==> src/rtl/mux21_rr_arbiter_if.sv <==
// Two streaming sources plus one registered output stream.
// The arbiter uses the master view; the sources and sink use the slave view.
interface mux21_rr_arbiter_if #(
  parameter int WIDTH = 8
);
  logic             a_valid;
  logic [WIDTH-1:0] a_data;
  logic             a_last;
  logic             a_ready;
  logic             b_valid;
  logic [WIDTH-1:0] b_data;
  logic             b_last;
  logic             b_ready;
  logic             out_valid;
  logic [WIDTH-1:0] out_data;
  logic             out_last;
  logic             out_src;
  logic             out_ready;

  modport master (
    input  a_valid, a_data, a_last, b_valid, b_data, b_last, out_ready,
    output a_ready, b_ready, out_valid, out_data, out_last, out_src
  );

  modport slave (
    output a_valid, a_data, a_last, b_valid, b_data, b_last, out_ready,
    input  a_ready, b_ready, out_valid, out_data, out_last, out_src
  );
endinterface

==> src/rtl/mux21_rr_arbiter.sv <==
// Round-robin owner of a 2:1 select path between sources A and B.
// A grant lasts for a whole packet, ended by last or by a beat-count cap;
// the selected beat lands in a single registered output stage.
//
// state | meaning
// IDLE  | no owner; pick next owner from requests and prio
// OWN_A | A owns the mux (sel = 0) until its packet ends or hits the cap
// OWN_B | B owns the mux (sel = 1) until its packet ends or hits the cap
module mux21_rr_arbiter #(
  parameter int WIDTH     = 8,
  parameter int MAX_BEATS = 16
) (
  input  logic                   clk,
  input  logic                   rst_n,
  mux21_rr_arbiter_if.master     bus,
  output logic                   sel,
  output logic                   overrun
);

  localparam int CNT_W = (MAX_BEATS > 1) ? $clog2(MAX_BEATS) : 1;

  typedef enum logic [1:0] {IDLE, OWN_A, OWN_B} state_t;

  state_t             state, state_nxt;
  logic               prio;
  logic [CNT_W-1:0]   beat_cnt;
  logic               out_valid;
  logic [WIDTH-1:0]   out_data;
  logic               out_last;
  logic               out_src;

  logic               space;
  logic               owner_valid;
  logic               owner_last;
  logic [WIDTH-1:0]   owner_data;
  logic               xfer;
  logic               cap;
  logic               release_grant;

  // The output stage can take a beat when empty or being drained this cycle.
  assign space         = ~out_valid | bus.out_ready;
  assign owner_valid   = sel ? bus.b_valid : bus.a_valid;
  assign owner_last    = sel ? bus.b_last  : bus.a_last;
  assign owner_data    = sel ? bus.b_data  : bus.a_data;
  assign xfer          = (state != IDLE) & owner_valid & space;
  assign cap           = (beat_cnt == CNT_W'(MAX_BEATS - 1));
  assign release_grant = xfer & (owner_last | cap);

  assign bus.a_ready   = (state == OWN_A) & space;
  assign bus.b_ready   = (state == OWN_B) & space;
  assign bus.out_valid = out_valid;
  assign bus.out_data  = out_data;
  assign bus.out_last  = out_last;
  assign bus.out_src   = out_src;

  // State register.
  always_ff @(posedge clk or negedge rst_n) begin
    if (!rst_n) state <= IDLE;
    else        state <= state_nxt;
  end

  // Next-state: grant from IDLE with prio as tie-break, release on last or cap.
  always_comb begin
    state_nxt = state;
    case (state)
      IDLE: begin
        if (bus.a_valid && (!bus.b_valid || !prio)) state_nxt = OWN_A;
        else if (bus.b_valid)                        state_nxt = OWN_B;
      end
      OWN_A, OWN_B: begin
        if (release_grant) state_nxt = IDLE;
      end
      default: state_nxt = IDLE;
    endcase
  end

  // Select, priority, beat counter, overrun pulse and the output stage.
  always_ff @(posedge clk or negedge rst_n) begin
    if (!rst_n) begin
      sel       <= 1'b0;
      prio      <= 1'b0;
      beat_cnt  <= '0;
      overrun   <= 1'b0;
      out_valid <= 1'b0;
      out_data  <= '0;
      out_last  <= 1'b0;
      out_src   <= 1'b0;
    end else begin
      overrun <= xfer & cap & ~owner_last;
      if (state == IDLE) begin
        if (state_nxt == OWN_A)      sel <= 1'b0;
        else if (state_nxt == OWN_B) sel <= 1'b1;
      end
      if (xfer) begin
        out_valid <= 1'b1;
        out_data  <= owner_data;
        out_last  <= owner_last | cap;
        out_src   <= sel;
        if (release_grant) begin
          beat_cnt <= '0;
          prio     <= ~sel;
        end else begin
          beat_cnt <= beat_cnt + 1'b1;
        end
      end else if (bus.out_ready) begin
        out_valid <= 1'b0;
      end
    end
  end

endmodule

==> src/flat_wrapper.sv <==
// flat-port wrapper written by rule: the top's interface ports become plain ports
module mux21_rr_arbiter_flat 
#(
  parameter int WIDTH     = 8,
  parameter int MAX_BEATS = 16
)
  (clk, rst_n, sel, overrun, bus_a_valid, bus_a_data, bus_a_last, bus_b_valid, bus_b_data, bus_b_last, bus_out_ready, bus_a_ready, bus_b_ready, bus_out_valid, bus_out_data, bus_out_last, bus_out_src);
  mux21_rr_arbiter_if #(.WIDTH(WIDTH)) bus_i ();
  input  logic clk;
  input  logic rst_n;
  output logic sel;
  output logic overrun;
  input wire logic [$bits(bus_i.a_valid)-1:0] bus_a_valid;
  input wire logic [$bits(bus_i.a_data)-1:0] bus_a_data;
  input wire logic [$bits(bus_i.a_last)-1:0] bus_a_last;
  input wire logic [$bits(bus_i.b_valid)-1:0] bus_b_valid;
  input wire logic [$bits(bus_i.b_data)-1:0] bus_b_data;
  input wire logic [$bits(bus_i.b_last)-1:0] bus_b_last;
  input wire logic [$bits(bus_i.out_ready)-1:0] bus_out_ready;
  output wire logic [$bits(bus_i.a_ready)-1:0] bus_a_ready;
  output wire logic [$bits(bus_i.b_ready)-1:0] bus_b_ready;
  output wire logic [$bits(bus_i.out_valid)-1:0] bus_out_valid;
  output wire logic [$bits(bus_i.out_data)-1:0] bus_out_data;
  output wire logic [$bits(bus_i.out_last)-1:0] bus_out_last;
  output wire logic [$bits(bus_i.out_src)-1:0] bus_out_src;
  assign bus_i.a_valid = bus_a_valid;
  assign bus_i.a_data = bus_a_data;
  assign bus_i.a_last = bus_a_last;
  assign bus_i.b_valid = bus_b_valid;
  assign bus_i.b_data = bus_b_data;
  assign bus_i.b_last = bus_b_last;
  assign bus_i.out_ready = bus_out_ready;
  assign bus_a_ready = bus_i.a_ready;
  assign bus_b_ready = bus_i.b_ready;
  assign bus_out_valid = bus_i.out_valid;
  assign bus_out_data = bus_i.out_data;
  assign bus_out_last = bus_i.out_last;
  assign bus_out_src = bus_i.out_src;
  mux21_rr_arbiter #(.WIDTH(WIDTH), .MAX_BEATS(MAX_BEATS)) u_core (.clk(clk), .rst_n(rst_n), .bus(bus_i), .sel(sel), .overrun(overrun));
endmodule
==> config.mk <==
export PLATFORM = sky130hd
export DESIGN_NAME = mux21_rr_arbiter_flat
export DESIGN_NICKNAME = d
export VERILOG_FILES = /design/src/rtl/mux21_rr_arbiter_if.sv /design/src/rtl/mux21_rr_arbiter.sv /design/src/flat_wrapper.sv
export SDC_FILE = /design/constraint.sdc
export NUM_CORES = 1
export LEC_CHECK = 0
export ABC_AREA = 1
export BUFFER_PORTS_ARGS = -buffer_cell sky130_fd_sc_hd__buf_4
export CAP_MARGIN = 25
export CORE_MARGIN = 2
export CORE_UTILIZATION = 48
export DETAILED_ROUTE_END_ITERATION = 7
export PLACE_DENSITY = 0.77
export SLEW_MARGIN = 20
export SYNTH_ARGS = -nofsm -noshare
export SYNTH_HDL_FRONTEND = slang
export SYNTH_SLANG_ARGS = --single-unit
==> constraint.sdc <==
create_clock -name clk -period 2.3 [get_ports clk]
set_input_delay 0.575 -clock clk [delete_from_list [all_inputs] [get_ports clk]]
set_output_delay 0.575 -clock clk [all_outputs]
set_load 0.01 [all_outputs]
== Word level (Yosys, flattened, before mapping) ==
Index checks and enable logic that the tools add are counted.

* $add $sub $neg: 1
* Equality and inequality tests: 5
* Muxes and demuxes: 12
* Bitwise logic cells: 12
* Reductions and logical operators: 11

{| class="wikitable"
|+ Operator list
! operator !! count
|-
| $mux 8 || 1
|-
| $and 1x1->1 || 7
|-
| $mux 1 || 6
|-
| $mux 2 || 3
|-
| $reduce_bool 2->1 || 3
|-
| $add 4x1->4 const B || 1
|-
| $eq 2x1->1 const B || 2
|-
| $eq 2x2->1 const B || 2
|-
| $eq 4x4->1 const B || 1
|-
| $mux 4 || 1
|-
| $pmux 2 s2 || 1
|-
| $reduce_and 2->1 || 2
|-
| $not 1->1 || 3
|-
| $logic_not 1->1 || 2
|-
| $logic_not 2->1 || 1
|-
| $or 1x1->1 || 2
|-
| $reduce_or 2->1 || 1
|-
| $logic_and 1x1->1 || 1
|-
| $logic_or 1x1->1 || 1
|}

* Bits in registers: 20
* Word-level logic and storage cells: 50

== Depth between registers and ports, before layout ==
Gate-level depths: netlist (run 1).

* Depth in word-level cells: 9
* Mapped depth: 13
* Gate-level depth less buffers: 13

== Least setup slack after synthesis (run 1) ==
OpenSTA, ideal clock, no wires.

* Path kind: in2reg
* Start: input bus_out_ready
* End: register u_core.sel
* Arrival: 1784 ps
* Data required time: 2223 ps
* Path slack: 439 ps
* Cell stages on the path: 9
* Path buffers: 0
* Path through: nor2_1 -> inv_1 -> nand3_2 -> nand2_1 -> a21oi_1 -> ha_1 -> nor2_1 -> nor2_1 -> a21oi_1

* Longest elaborated chain between the ends: 8

{| class="wikitable"
|+ Ends and longest elaborated chain
! what !! line !! RTL
|-
| start, declared || flat_wrapper.sv:19 || <nowiki>input wire logic [$bits(bus_i.out_ready)-1:0] bus_out_ready;</nowiki>
|-
| $or 1x1->1 * || mux21_rr_arbiter.sv:41 || <nowiki>assign space = ~out_valid | bus.out_ready;</nowiki>
|-
| $and 1x1->1 * || mux21_rr_arbiter.sv:45 || <nowiki>assign xfer = (state != IDLE) & owner_valid & space;</nowiki>
|-
| $and 1x1->1 * || mux21_rr_arbiter.sv:47 || <nowiki>assign release_grant = xfer & (owner_last | cap);</nowiki>
|-
| $mux 2 * || mux21_rr_arbiter.sv:71 || <nowiki>if (release_grant) state_nxt = IDLE;</nowiki>
|-
| $pmux 2 s2 * || mux21_rr_arbiter.sv:65 || <nowiki>case (state)</nowiki>
|-
| via u_core.state_nxt[0] || mux21_rr_arbiter.sv:24 || <nowiki>state_t state, state_nxt;</nowiki>
|-
| $eq 2x2->1 or $eq 2x1->1 (tied branches) || mux21_rr_arbiter.sv:92, mux21_rr_arbiter.sv:91 ||
|-
| $reduce_bool 2->1 (no source line) || -- ||
|-
| $reduce_and 2->1 (no source line) || -- ||
|-
| end signal, assigned || mux21_rr_arbiter.sv:80 || <nowiki>sel <= 1'b0;</nowiki>
|-
| end signal, assigned || mux21_rr_arbiter.sv:91 || <nowiki>if (state_nxt == OWN_A) sel <= 1'b0;</nowiki>
|-
| end signal, assigned || mux21_rr_arbiter.sv:92 || <nowiki>else if (state_nxt == OWN_B) sel <= 1'b1;</nowiki>
|-
| end, declared || mux21_rr_arbiter.sv:16 || <nowiki>output logic sel,</nowiki>
|}

Mark *: on every way through the listed nets, which the timed path passes. The rest lies on a longest branch.
A chain may end at the register's enable or synchronous reset.

== Worst setup path in the final report (run 1) ==
* Start: register u_core.state[1]
* End: register u_core.sel

* Longest elaborated chain between the ends: 9

{| class="wikitable"
|+ Ends and longest elaborated chain
! what !! line !! RTL
|-
| start, declared || mux21_rr_arbiter.sv:24 ||
|-
| start signal, assigned || mux21_rr_arbiter.sv:59 || <nowiki>else state <= state_nxt;</nowiki>
|-
| $reduce_bool 2->1 || mux21_rr_arbiter.sv:45 ||
|-
| $and 1x1->1 (2 in a row) || mux21_rr_arbiter.sv:45 ||
|-
| $and 1x1->1 || mux21_rr_arbiter.sv:47 ||
|-
| $mux 2 || mux21_rr_arbiter.sv:71 ||
|-
| $pmux 2 s2 * || mux21_rr_arbiter.sv:65 ||
|-
| via u_core.state_nxt[0] || mux21_rr_arbiter.sv:24 ||
|-
| $eq 2x2->1 or $eq 2x1->1 (tied branches) || mux21_rr_arbiter.sv:92, mux21_rr_arbiter.sv:91 ||
|-
| $reduce_bool 2->1 (no source line) || -- ||
|-
| $reduce_and 2->1 (no source line) || -- ||
|}

Marked as above.

==> results.cfg, run 1 <==
[logic_synthesis]
synth-edff-count = 0
synth_area_leaders = dfrtp_1, nor2_1, nand2_1
synth_seq_cells = 20
synth_top_cell_area_share = 0.457
synth-warning-count = 0
async_reset_ff_frac = 1.00
post-synth-top-count-cell = nor2_1
syn_area_sq_um = 1100
yosys.area.top_type = dfrtp_1
syn_nets = 157
synth_ff_type = dfrtp_1
post_synth_num_cell_types = 19
yosysSeqAreaShare = 0.457
synth_fa_ha_area_frac = 0.0685
muxShareOfSynthArea = 0
synth_compound_area_frac = 0.168
synth_top_family_by_area = simple AND/OR/NAND/NOR gates
synthSimpleGateAreaFrac = 0.211
synthCells = 128
synth_xor_area_frac = 0.0160
syn_area_per_cell_sq_um = 8.56
synth_commonest_cells = nor2_1, nand2_1, dfrtp_1

[placed_design]
hpwl_um = 1750
finalWeightedCongestion = 0.821
io_buffers = 37
dp_slack_ns = 0.168
dp_cells = 192
place_area_sq_um = 1400

[final_layout]
diodes = 0
syn2layout_area_growth_pct = 32.2
drive_gt1_frac = 0.315
stdcell_count = 196
final_nets = 198
stdcell_area_sq_um = 1450

[die]
fp.dieW_um = 51.8
rows = 17
die-height_um = 51.8
die_area_sq_um = 2680
core-area_sq_um = 2190
ios = 38
start_util = 0.500

[global_routing]
grt_pass1_vias = 986
overflow = 0
grt_pass1_wl_um = 4100
grt_usage = 0.204
grt_max_degree = 21
antenna_found_initial = 0

[clocking]
hold_buffers = 0
htree_levels = 1
clock-sinks = 20
cts_made_buffers = 3
clk_latency_ns = 0.30
cts_buffer_depth = 2
post-cts-setup-buffer-count = 0
cts.reportedPaths.clkPinSlew_ns = 0.12
cts_resized = 0
ctsRootBufferMaster = clkbuf_4
cts_tree = built

[worst_setup_path]
cp.arrival_ns = 2.29
required_ns = 2.53
crit_top_cell = nor2_1
critPathKind = reg -> reg
max_stage_delay_ns = 0.44
path_cells = inv_1 -> ha_1 -> inv_1 -> nand2_1 -> nor2_1 -> nand3_2 -> nand2_1 -> a21oi_1 -> ha_1 -> nor2_1 -> nor2_1 -> a21oi_1
crit_path_start_kind = flop
cp_slowest_cell = dfrtp_1
path_max_fanout = 7
endpoint_kind = flop

[timing]
fin_ws_ns = 0.235
finalSetupViolCount = 0
period_needed_ns = 2.06
worstMarginPinSlew_ns = 0.345
tns_ns = 0
hold_viol = 0
holdWs_ns = 0.128
clock.fmax_mhz = 484
slew_viol_final = 0
finalClockSkew_ns = 0.0102
rsz0062_at_grt = false
min_period_over_period = 0.898
slew_headroom = 0.769

[detailed_routing]
wl_per_cell_um = 11.6
via_per_inst = 4.97
drc = 0
drt_wl_total_um = 2270
ant_nets = 0
routed-via-count = 975
first_pass_iters = 4
drt_iter0_markers = 23

[min_path]
hp-class = in -> async

[power]
p_per_area_nw_per_um2 = 1280
p_leak_nw = 0.736
ir_worst_vdd_v = 0.000693

[run]
cap_violations = 0

[outcome]
status = completed
-- power breakdown --
part | switching, W | internal [W] | total (W)
Clock | 0.000111 | 0.000176 | 0.000287
Sequential | 0.000117 | 0.000513 | 0.000629
Combinational | 0.000512 | 0.000432 | 0.000944
Total | 0.000740 | 0.00112 | 0.00186
-- cell families (layout without fill, tap and decap cells) --
group / count (synthesis) / in the layout
and+or+nand+nor: 54 / 54
AOI/OAI and AO/OA: 27 / 27
DFF: 20 / 20
buffers and inverters: 19 / 59
adders and majority gates: 6 / 6
xor gates and xnor gates: 2 / 2
-- cells in the final DEF (no fill, tap or decap) --
master and instances:
dfrtp_1 20, ha_1 6, o21a_1 8, o21ai_0 7, nand3_1 5, bufinv_16 1
nand3_2 1, xor2_1 2, o21ai_2 7, buf_4 39, clkbuf_4 3, a21oi_1 3
o211ai_1 1, nand2_1 22, nor3_4 1, inv_2 1, nand3b_1 1, inv_1 15
nor2_1 24, o21ai_1 1
-- flip-flops by register name, indices dropped and copies added, names as in the netlist --
signal	count
u_core.bus.out_last	1
u_core.state	2
u_core.bus.out_data	8
u_core.bus.out_src	1
u_core.sel	1
u_core.overrun	1
u_core.prio	1
u_core.bus.out_valid	1
u_core.beat_cnt	4
-- stage by stage --
| step | utilization | power (W) |
|---|---|---|
| floorplan | - | 0.00126 |
| global placement | 0.637 | 0.00154 |
| detailed placement | 0.637 | 0.00159 |
| CTS | 0.661 | 0.00188 |
| global route | 0.661 | 0.00205 |
| finish | 0.661 | 0.00186 |
-- worst paths after layout --
kind | to | slack [ns] | depth (start not counted) | from
max | u_core.sel | 0.24 | 12 | u_core.state[1]
min | u_core.bus.out_last | 0.13 | 1 | rst_n
max reg2reg | u_core.sel | 0.24 | 12 | u_core.state[1]
min reg2reg | u_core.bus.out_last | 0.50 | 2 | u_core.bus.out_last
max in group asynchronous | u_core.bus.out_data[0] | 1.95 | 1 | rst_n
min in group clk | u_core.bus.out_last | 0.50 | 2 | u_core.bus.out_last
-- routing by layer --
layer	GRT usage	wire length (um)	vias to the layer above
met3	0.0431	186	0
met5	0	0	-
met4	0.0658	0	0
met1	0.260	1020	445
met2	0.346	1060	41
li1	-	-	489
-- critical path, delay by kind of cell, from the launching register on --
kind | cells | cell delay (ns)
and+or+nand+nor | 6 | 0.65
adders and majority gates | 2 | 0.52
DFF | 1 | 0.44
buffers and inverters | 2 | 0.19
AOI/OAI and AO/OA | 2 | 0.18
-- layout make-up --
class                           instances  area, sq um
Timing Repair Buffer                   39          293
Sequential cell                        20          500
Multi-Input combinational cell         89          508
Fill cell                             183          742
Inverter                               16         60.1
Clock inverter                          1         30.0
Tap cell                               28         35.0
Clock buffer                            3         22.5
Note: power is estimated with default switching activity, not from simulation.
==> inputs of run 2 (changes only) <==
--- a/config.mk
+++ b/config.mk
@@ -5,13 +5,12 @@
 export SDC_FILE = /design/constraint.sdc
 export NUM_CORES = 1
 export LEC_CHECK = 0
-export ABC_AREA = 1
 export BUFFER_PORTS_ARGS = -buffer_cell sky130_fd_sc_hd__buf_4
 export CAP_MARGIN = 25
 export CORE_MARGIN = 2
 export CORE_UTILIZATION = 48
 export DETAILED_ROUTE_END_ITERATION = 7
-export PLACE_DENSITY = 0.77
+export PLACE_DENSITY = 0.78
 export SLEW_MARGIN = 20
 export SYNTH_ARGS = -nofsm -noshare
 export SYNTH_HDL_FRONTEND = slang
==> run 2 against run 1 <==
Against the previous run:
- utilization increased by 2.0 points
- hold slack better by 0.016 ns
- sequential cell count stayed put
- via count decreased by 15%
- worst setup slack improved by 0.095 ns
- register-to-register slack better by 0.095 ns
- highest routed layer is now met4
==> results.cfg, run 2 <==
[outcome]
status = completed

[run]
cap_violations = 0

[global_routing]
grt_pass1_vias = 797
grt_usage = 0.180
grt_max_degree = 21
grt_pass1_wl_um = 3430
antenna_found_initial = 0
overflow = 0

[clocking]
hold_buffers = 0
htree_levels = 1
cts_resized = 0
post-cts-setup-buffer-count = 0
ctsRootBufferMaster = clkbuf_4
clock-sinks = 20
cts_made_buffers = 3
cts_buffer_depth = 2
cts_tree = built
cts.reportedPaths.clkPinSlew_ns = 0.11
clk_latency_ns = 0.29

[final_layout]
ff_latch_area_sq_um = 500
largest_reg_flops = 8
largestRegisters = u_core.bus.out_data (8), u_core.beat_cnt (4), u_core.state (2)
final_common_cell = buf_4
syn2layout_area_growth_pct = 30.3
drive_gt1_frac = 0.375
top_register = u_core.bus.out_data
multi_input_comb_area_sq_um = 513
fillers = 158
mostFrequentLayoutCells = buf_4, dfrtp_1, nor2_1
final_nets = 167
diodes = 0

[worst_setup_path]
cp_slowest_cell = dfrtp_1
reg2reg_depth = 9
crit_cells = 9
cp_top_family = adder cells
path_max_fanout = 5
endpoint_kind = flop
cp.arrival_ns = 2.15
critPathBufInv = 2
critPathKind = reg -> reg
required_ns = 2.48
max_stage_delay_ns = 0.42
path_cells = inv_1 -> ha_1 -> inv_1 -> and3_4 -> a21oi_2 -> o2bb2ai_1 -> ha_1 -> o21ai_0 -> o31ai_1
crit_path_start_kind = flop

[detailed_routing]
routed-via-count = 832
ant_nets = 0
drc = 0
wl_per_cell_um = 12.7
first_pass_iters = 4
drt_wl_total_um = 2070
drt_iter0_markers = 3
via_per_inst = 5.10

[logic_synthesis]
synth-edff-count = 0
async_reset_ff_frac = 1.00
yosys.area.top_type = dfrtp_1
post-synth-top-count-cell = dfrtp_1
synth-warning-count = 0
synth_seq_cells = 20
synth_area_leaders = dfrtp_1, mux2i_1, ha_1
syn_area_per_cell_sq_um = 10.8
post_synth_num_cell_types = 31
synth_commonest_cells = dfrtp_1, nor2_1, a21oi_1, mux2i_1, ha_1
syn_nets = 127
yosysSeqAreaShare = 0.473
synthCells = 98
syn_area_sq_um = 1060
synth_top_cell_area_share = 0.473
synth_ff_type = dfrtp_1

[power]
p_int_w = 0.00103
ir_worst_vdd_v = 0.000774
power.switching_w = 0.000664
clockPowerShare = 0.095
power_frac_seq = 0.366
combPwrFrac = 0.539
power_w = 0.00169
p_per_area_nw_per_um2 = 1230
p_leak_nw = 0.708
power.share.switching = 0.392

[timing]
tns_ns = 0
clock.fmax_mhz = 508
min_period_over_period = 0.856
worstMarginPinSlew_ns = 0.267
hold_viol = 0
period_needed_ns = 1.97
holdWs_ns = 0.143
finalSetupViolCount = 0
slew_headroom = 0.821
slew_viol_final = 0
fin_ws_ns = 0.330
finalClockSkew_ns = 0.00540
rsz0062_at_grt = false

[die]
ios = 38
die_area_sq_um = 2590
rows = 16
fp.dieW_um = 50.9
start_util = 0.523
core-area_sq_um = 2020
die-height_um = 50.9

[min_path]
hp-class = in -> async

[placed_design]
dp_slack_ns = 0.174
finalWeightedCongestion = 0.944
io_buffers = 37
hpwl_um = 1620
## run 2: cell types whose count changed in the layout (fill, tap and decap cells not counted), moves of 3 or more
cell | before | now
mux2i_1 | 0 | 10
o21ai_2 | 7 | 1
o21a_1 | 8 | 0
o21ai_0 | 7 | 2
mux2_2 | 0 | 3
nand3_1 | 5 | 1
inv_1 | 15 | 4
a21oi_1 | 3 | 10
nand2_1 | 22 | 4
nor2_1 | 24 | 12
nand2b_1 | 0 | 3
## run 2: final timing paths
kind | start | end | slack (ns)
max in group asynchronous | rst_n | u_core.prio | 1.95
max reg2reg | u_core.state[0] | u_core.sel | 0.33
min | rst_n | u_core.bus.out_data[0] | 0.14
min reg2reg | u_core.bus.out_src | u_core.bus.out_src | 0.52
max | u_core.state[0] | u_core.sel | 0.33
min in group clk | u_core.bus.out_src | u_core.bus.out_src | 0.52
## run 2: layout make-up
type,count,area share
Sequential cell,20,0.363
Timing Repair Buffer,39,0.213
Tap cell,27,0.0245
Inverter,4,0.0109
Clock buffer,3,0.0163
Multi-Input combinational cell,70,0.372
## run 2: routing by layer
| layer | vias to the layer above | GRT usage | part of all wire |
|---|---|---|---|
| li1 | 418 | - | - |
| met1 | 397 | 0.227 | 0.44 |
| met2 | 15 | 0.305 | 0.51 |
| met3 | 2 | 0.0351 | 0.039 |
| met4 | 0 | 0.0676 | 0.0058 |
| met5 | - | 0 | 0 |
## run 2: stage by stage
step	cell area (sq um)	instances	utilization
after global placement	1360	160	0.670
after floorplan	1060	98	-
after global routing	1380	163	0.681
after detailed placement	1360	160	0.670
final	1380	163	0.681
after CTS	1380	163	0.681
## run 2: logic make-up (layout without fill, tap and decap cells)
| kind of cell | count (synthesis) | after routing | share of synthesized area |
|---|---|---|---|
| buffers and inverters | 8 | 46 | 0.0414 |
| AND/OR/NAND/NOR | 28 | 28 | 0.136 |
| adder cells (fa/ha/maj) | 6 | 6 | 0.0710 |
| flip-flops | 20 | 20 | 0.473 |
| multiplexers | 14 | 14 | 0.141 |
| AO/OA/AOI/OAI | 22 | 22 | 0.137 |
## run 2: power by group through the flow
stage / logic [W] / registers [W] / clock network [W]
2_1_floorplan: 0.000579 / 0.000651 / 0
3_3_place_gp: 0.000895 / 0.000624 / 0
3_5_place_dp: 0.000925 / 0.000630 / 0
4_1_cts: 0.000926 / 0.000622 / 0.000164
5_1_grt: 0.00102 / 0.000645 / 0.000175
6_report: 0.000913 / 0.000621 / 0.000160
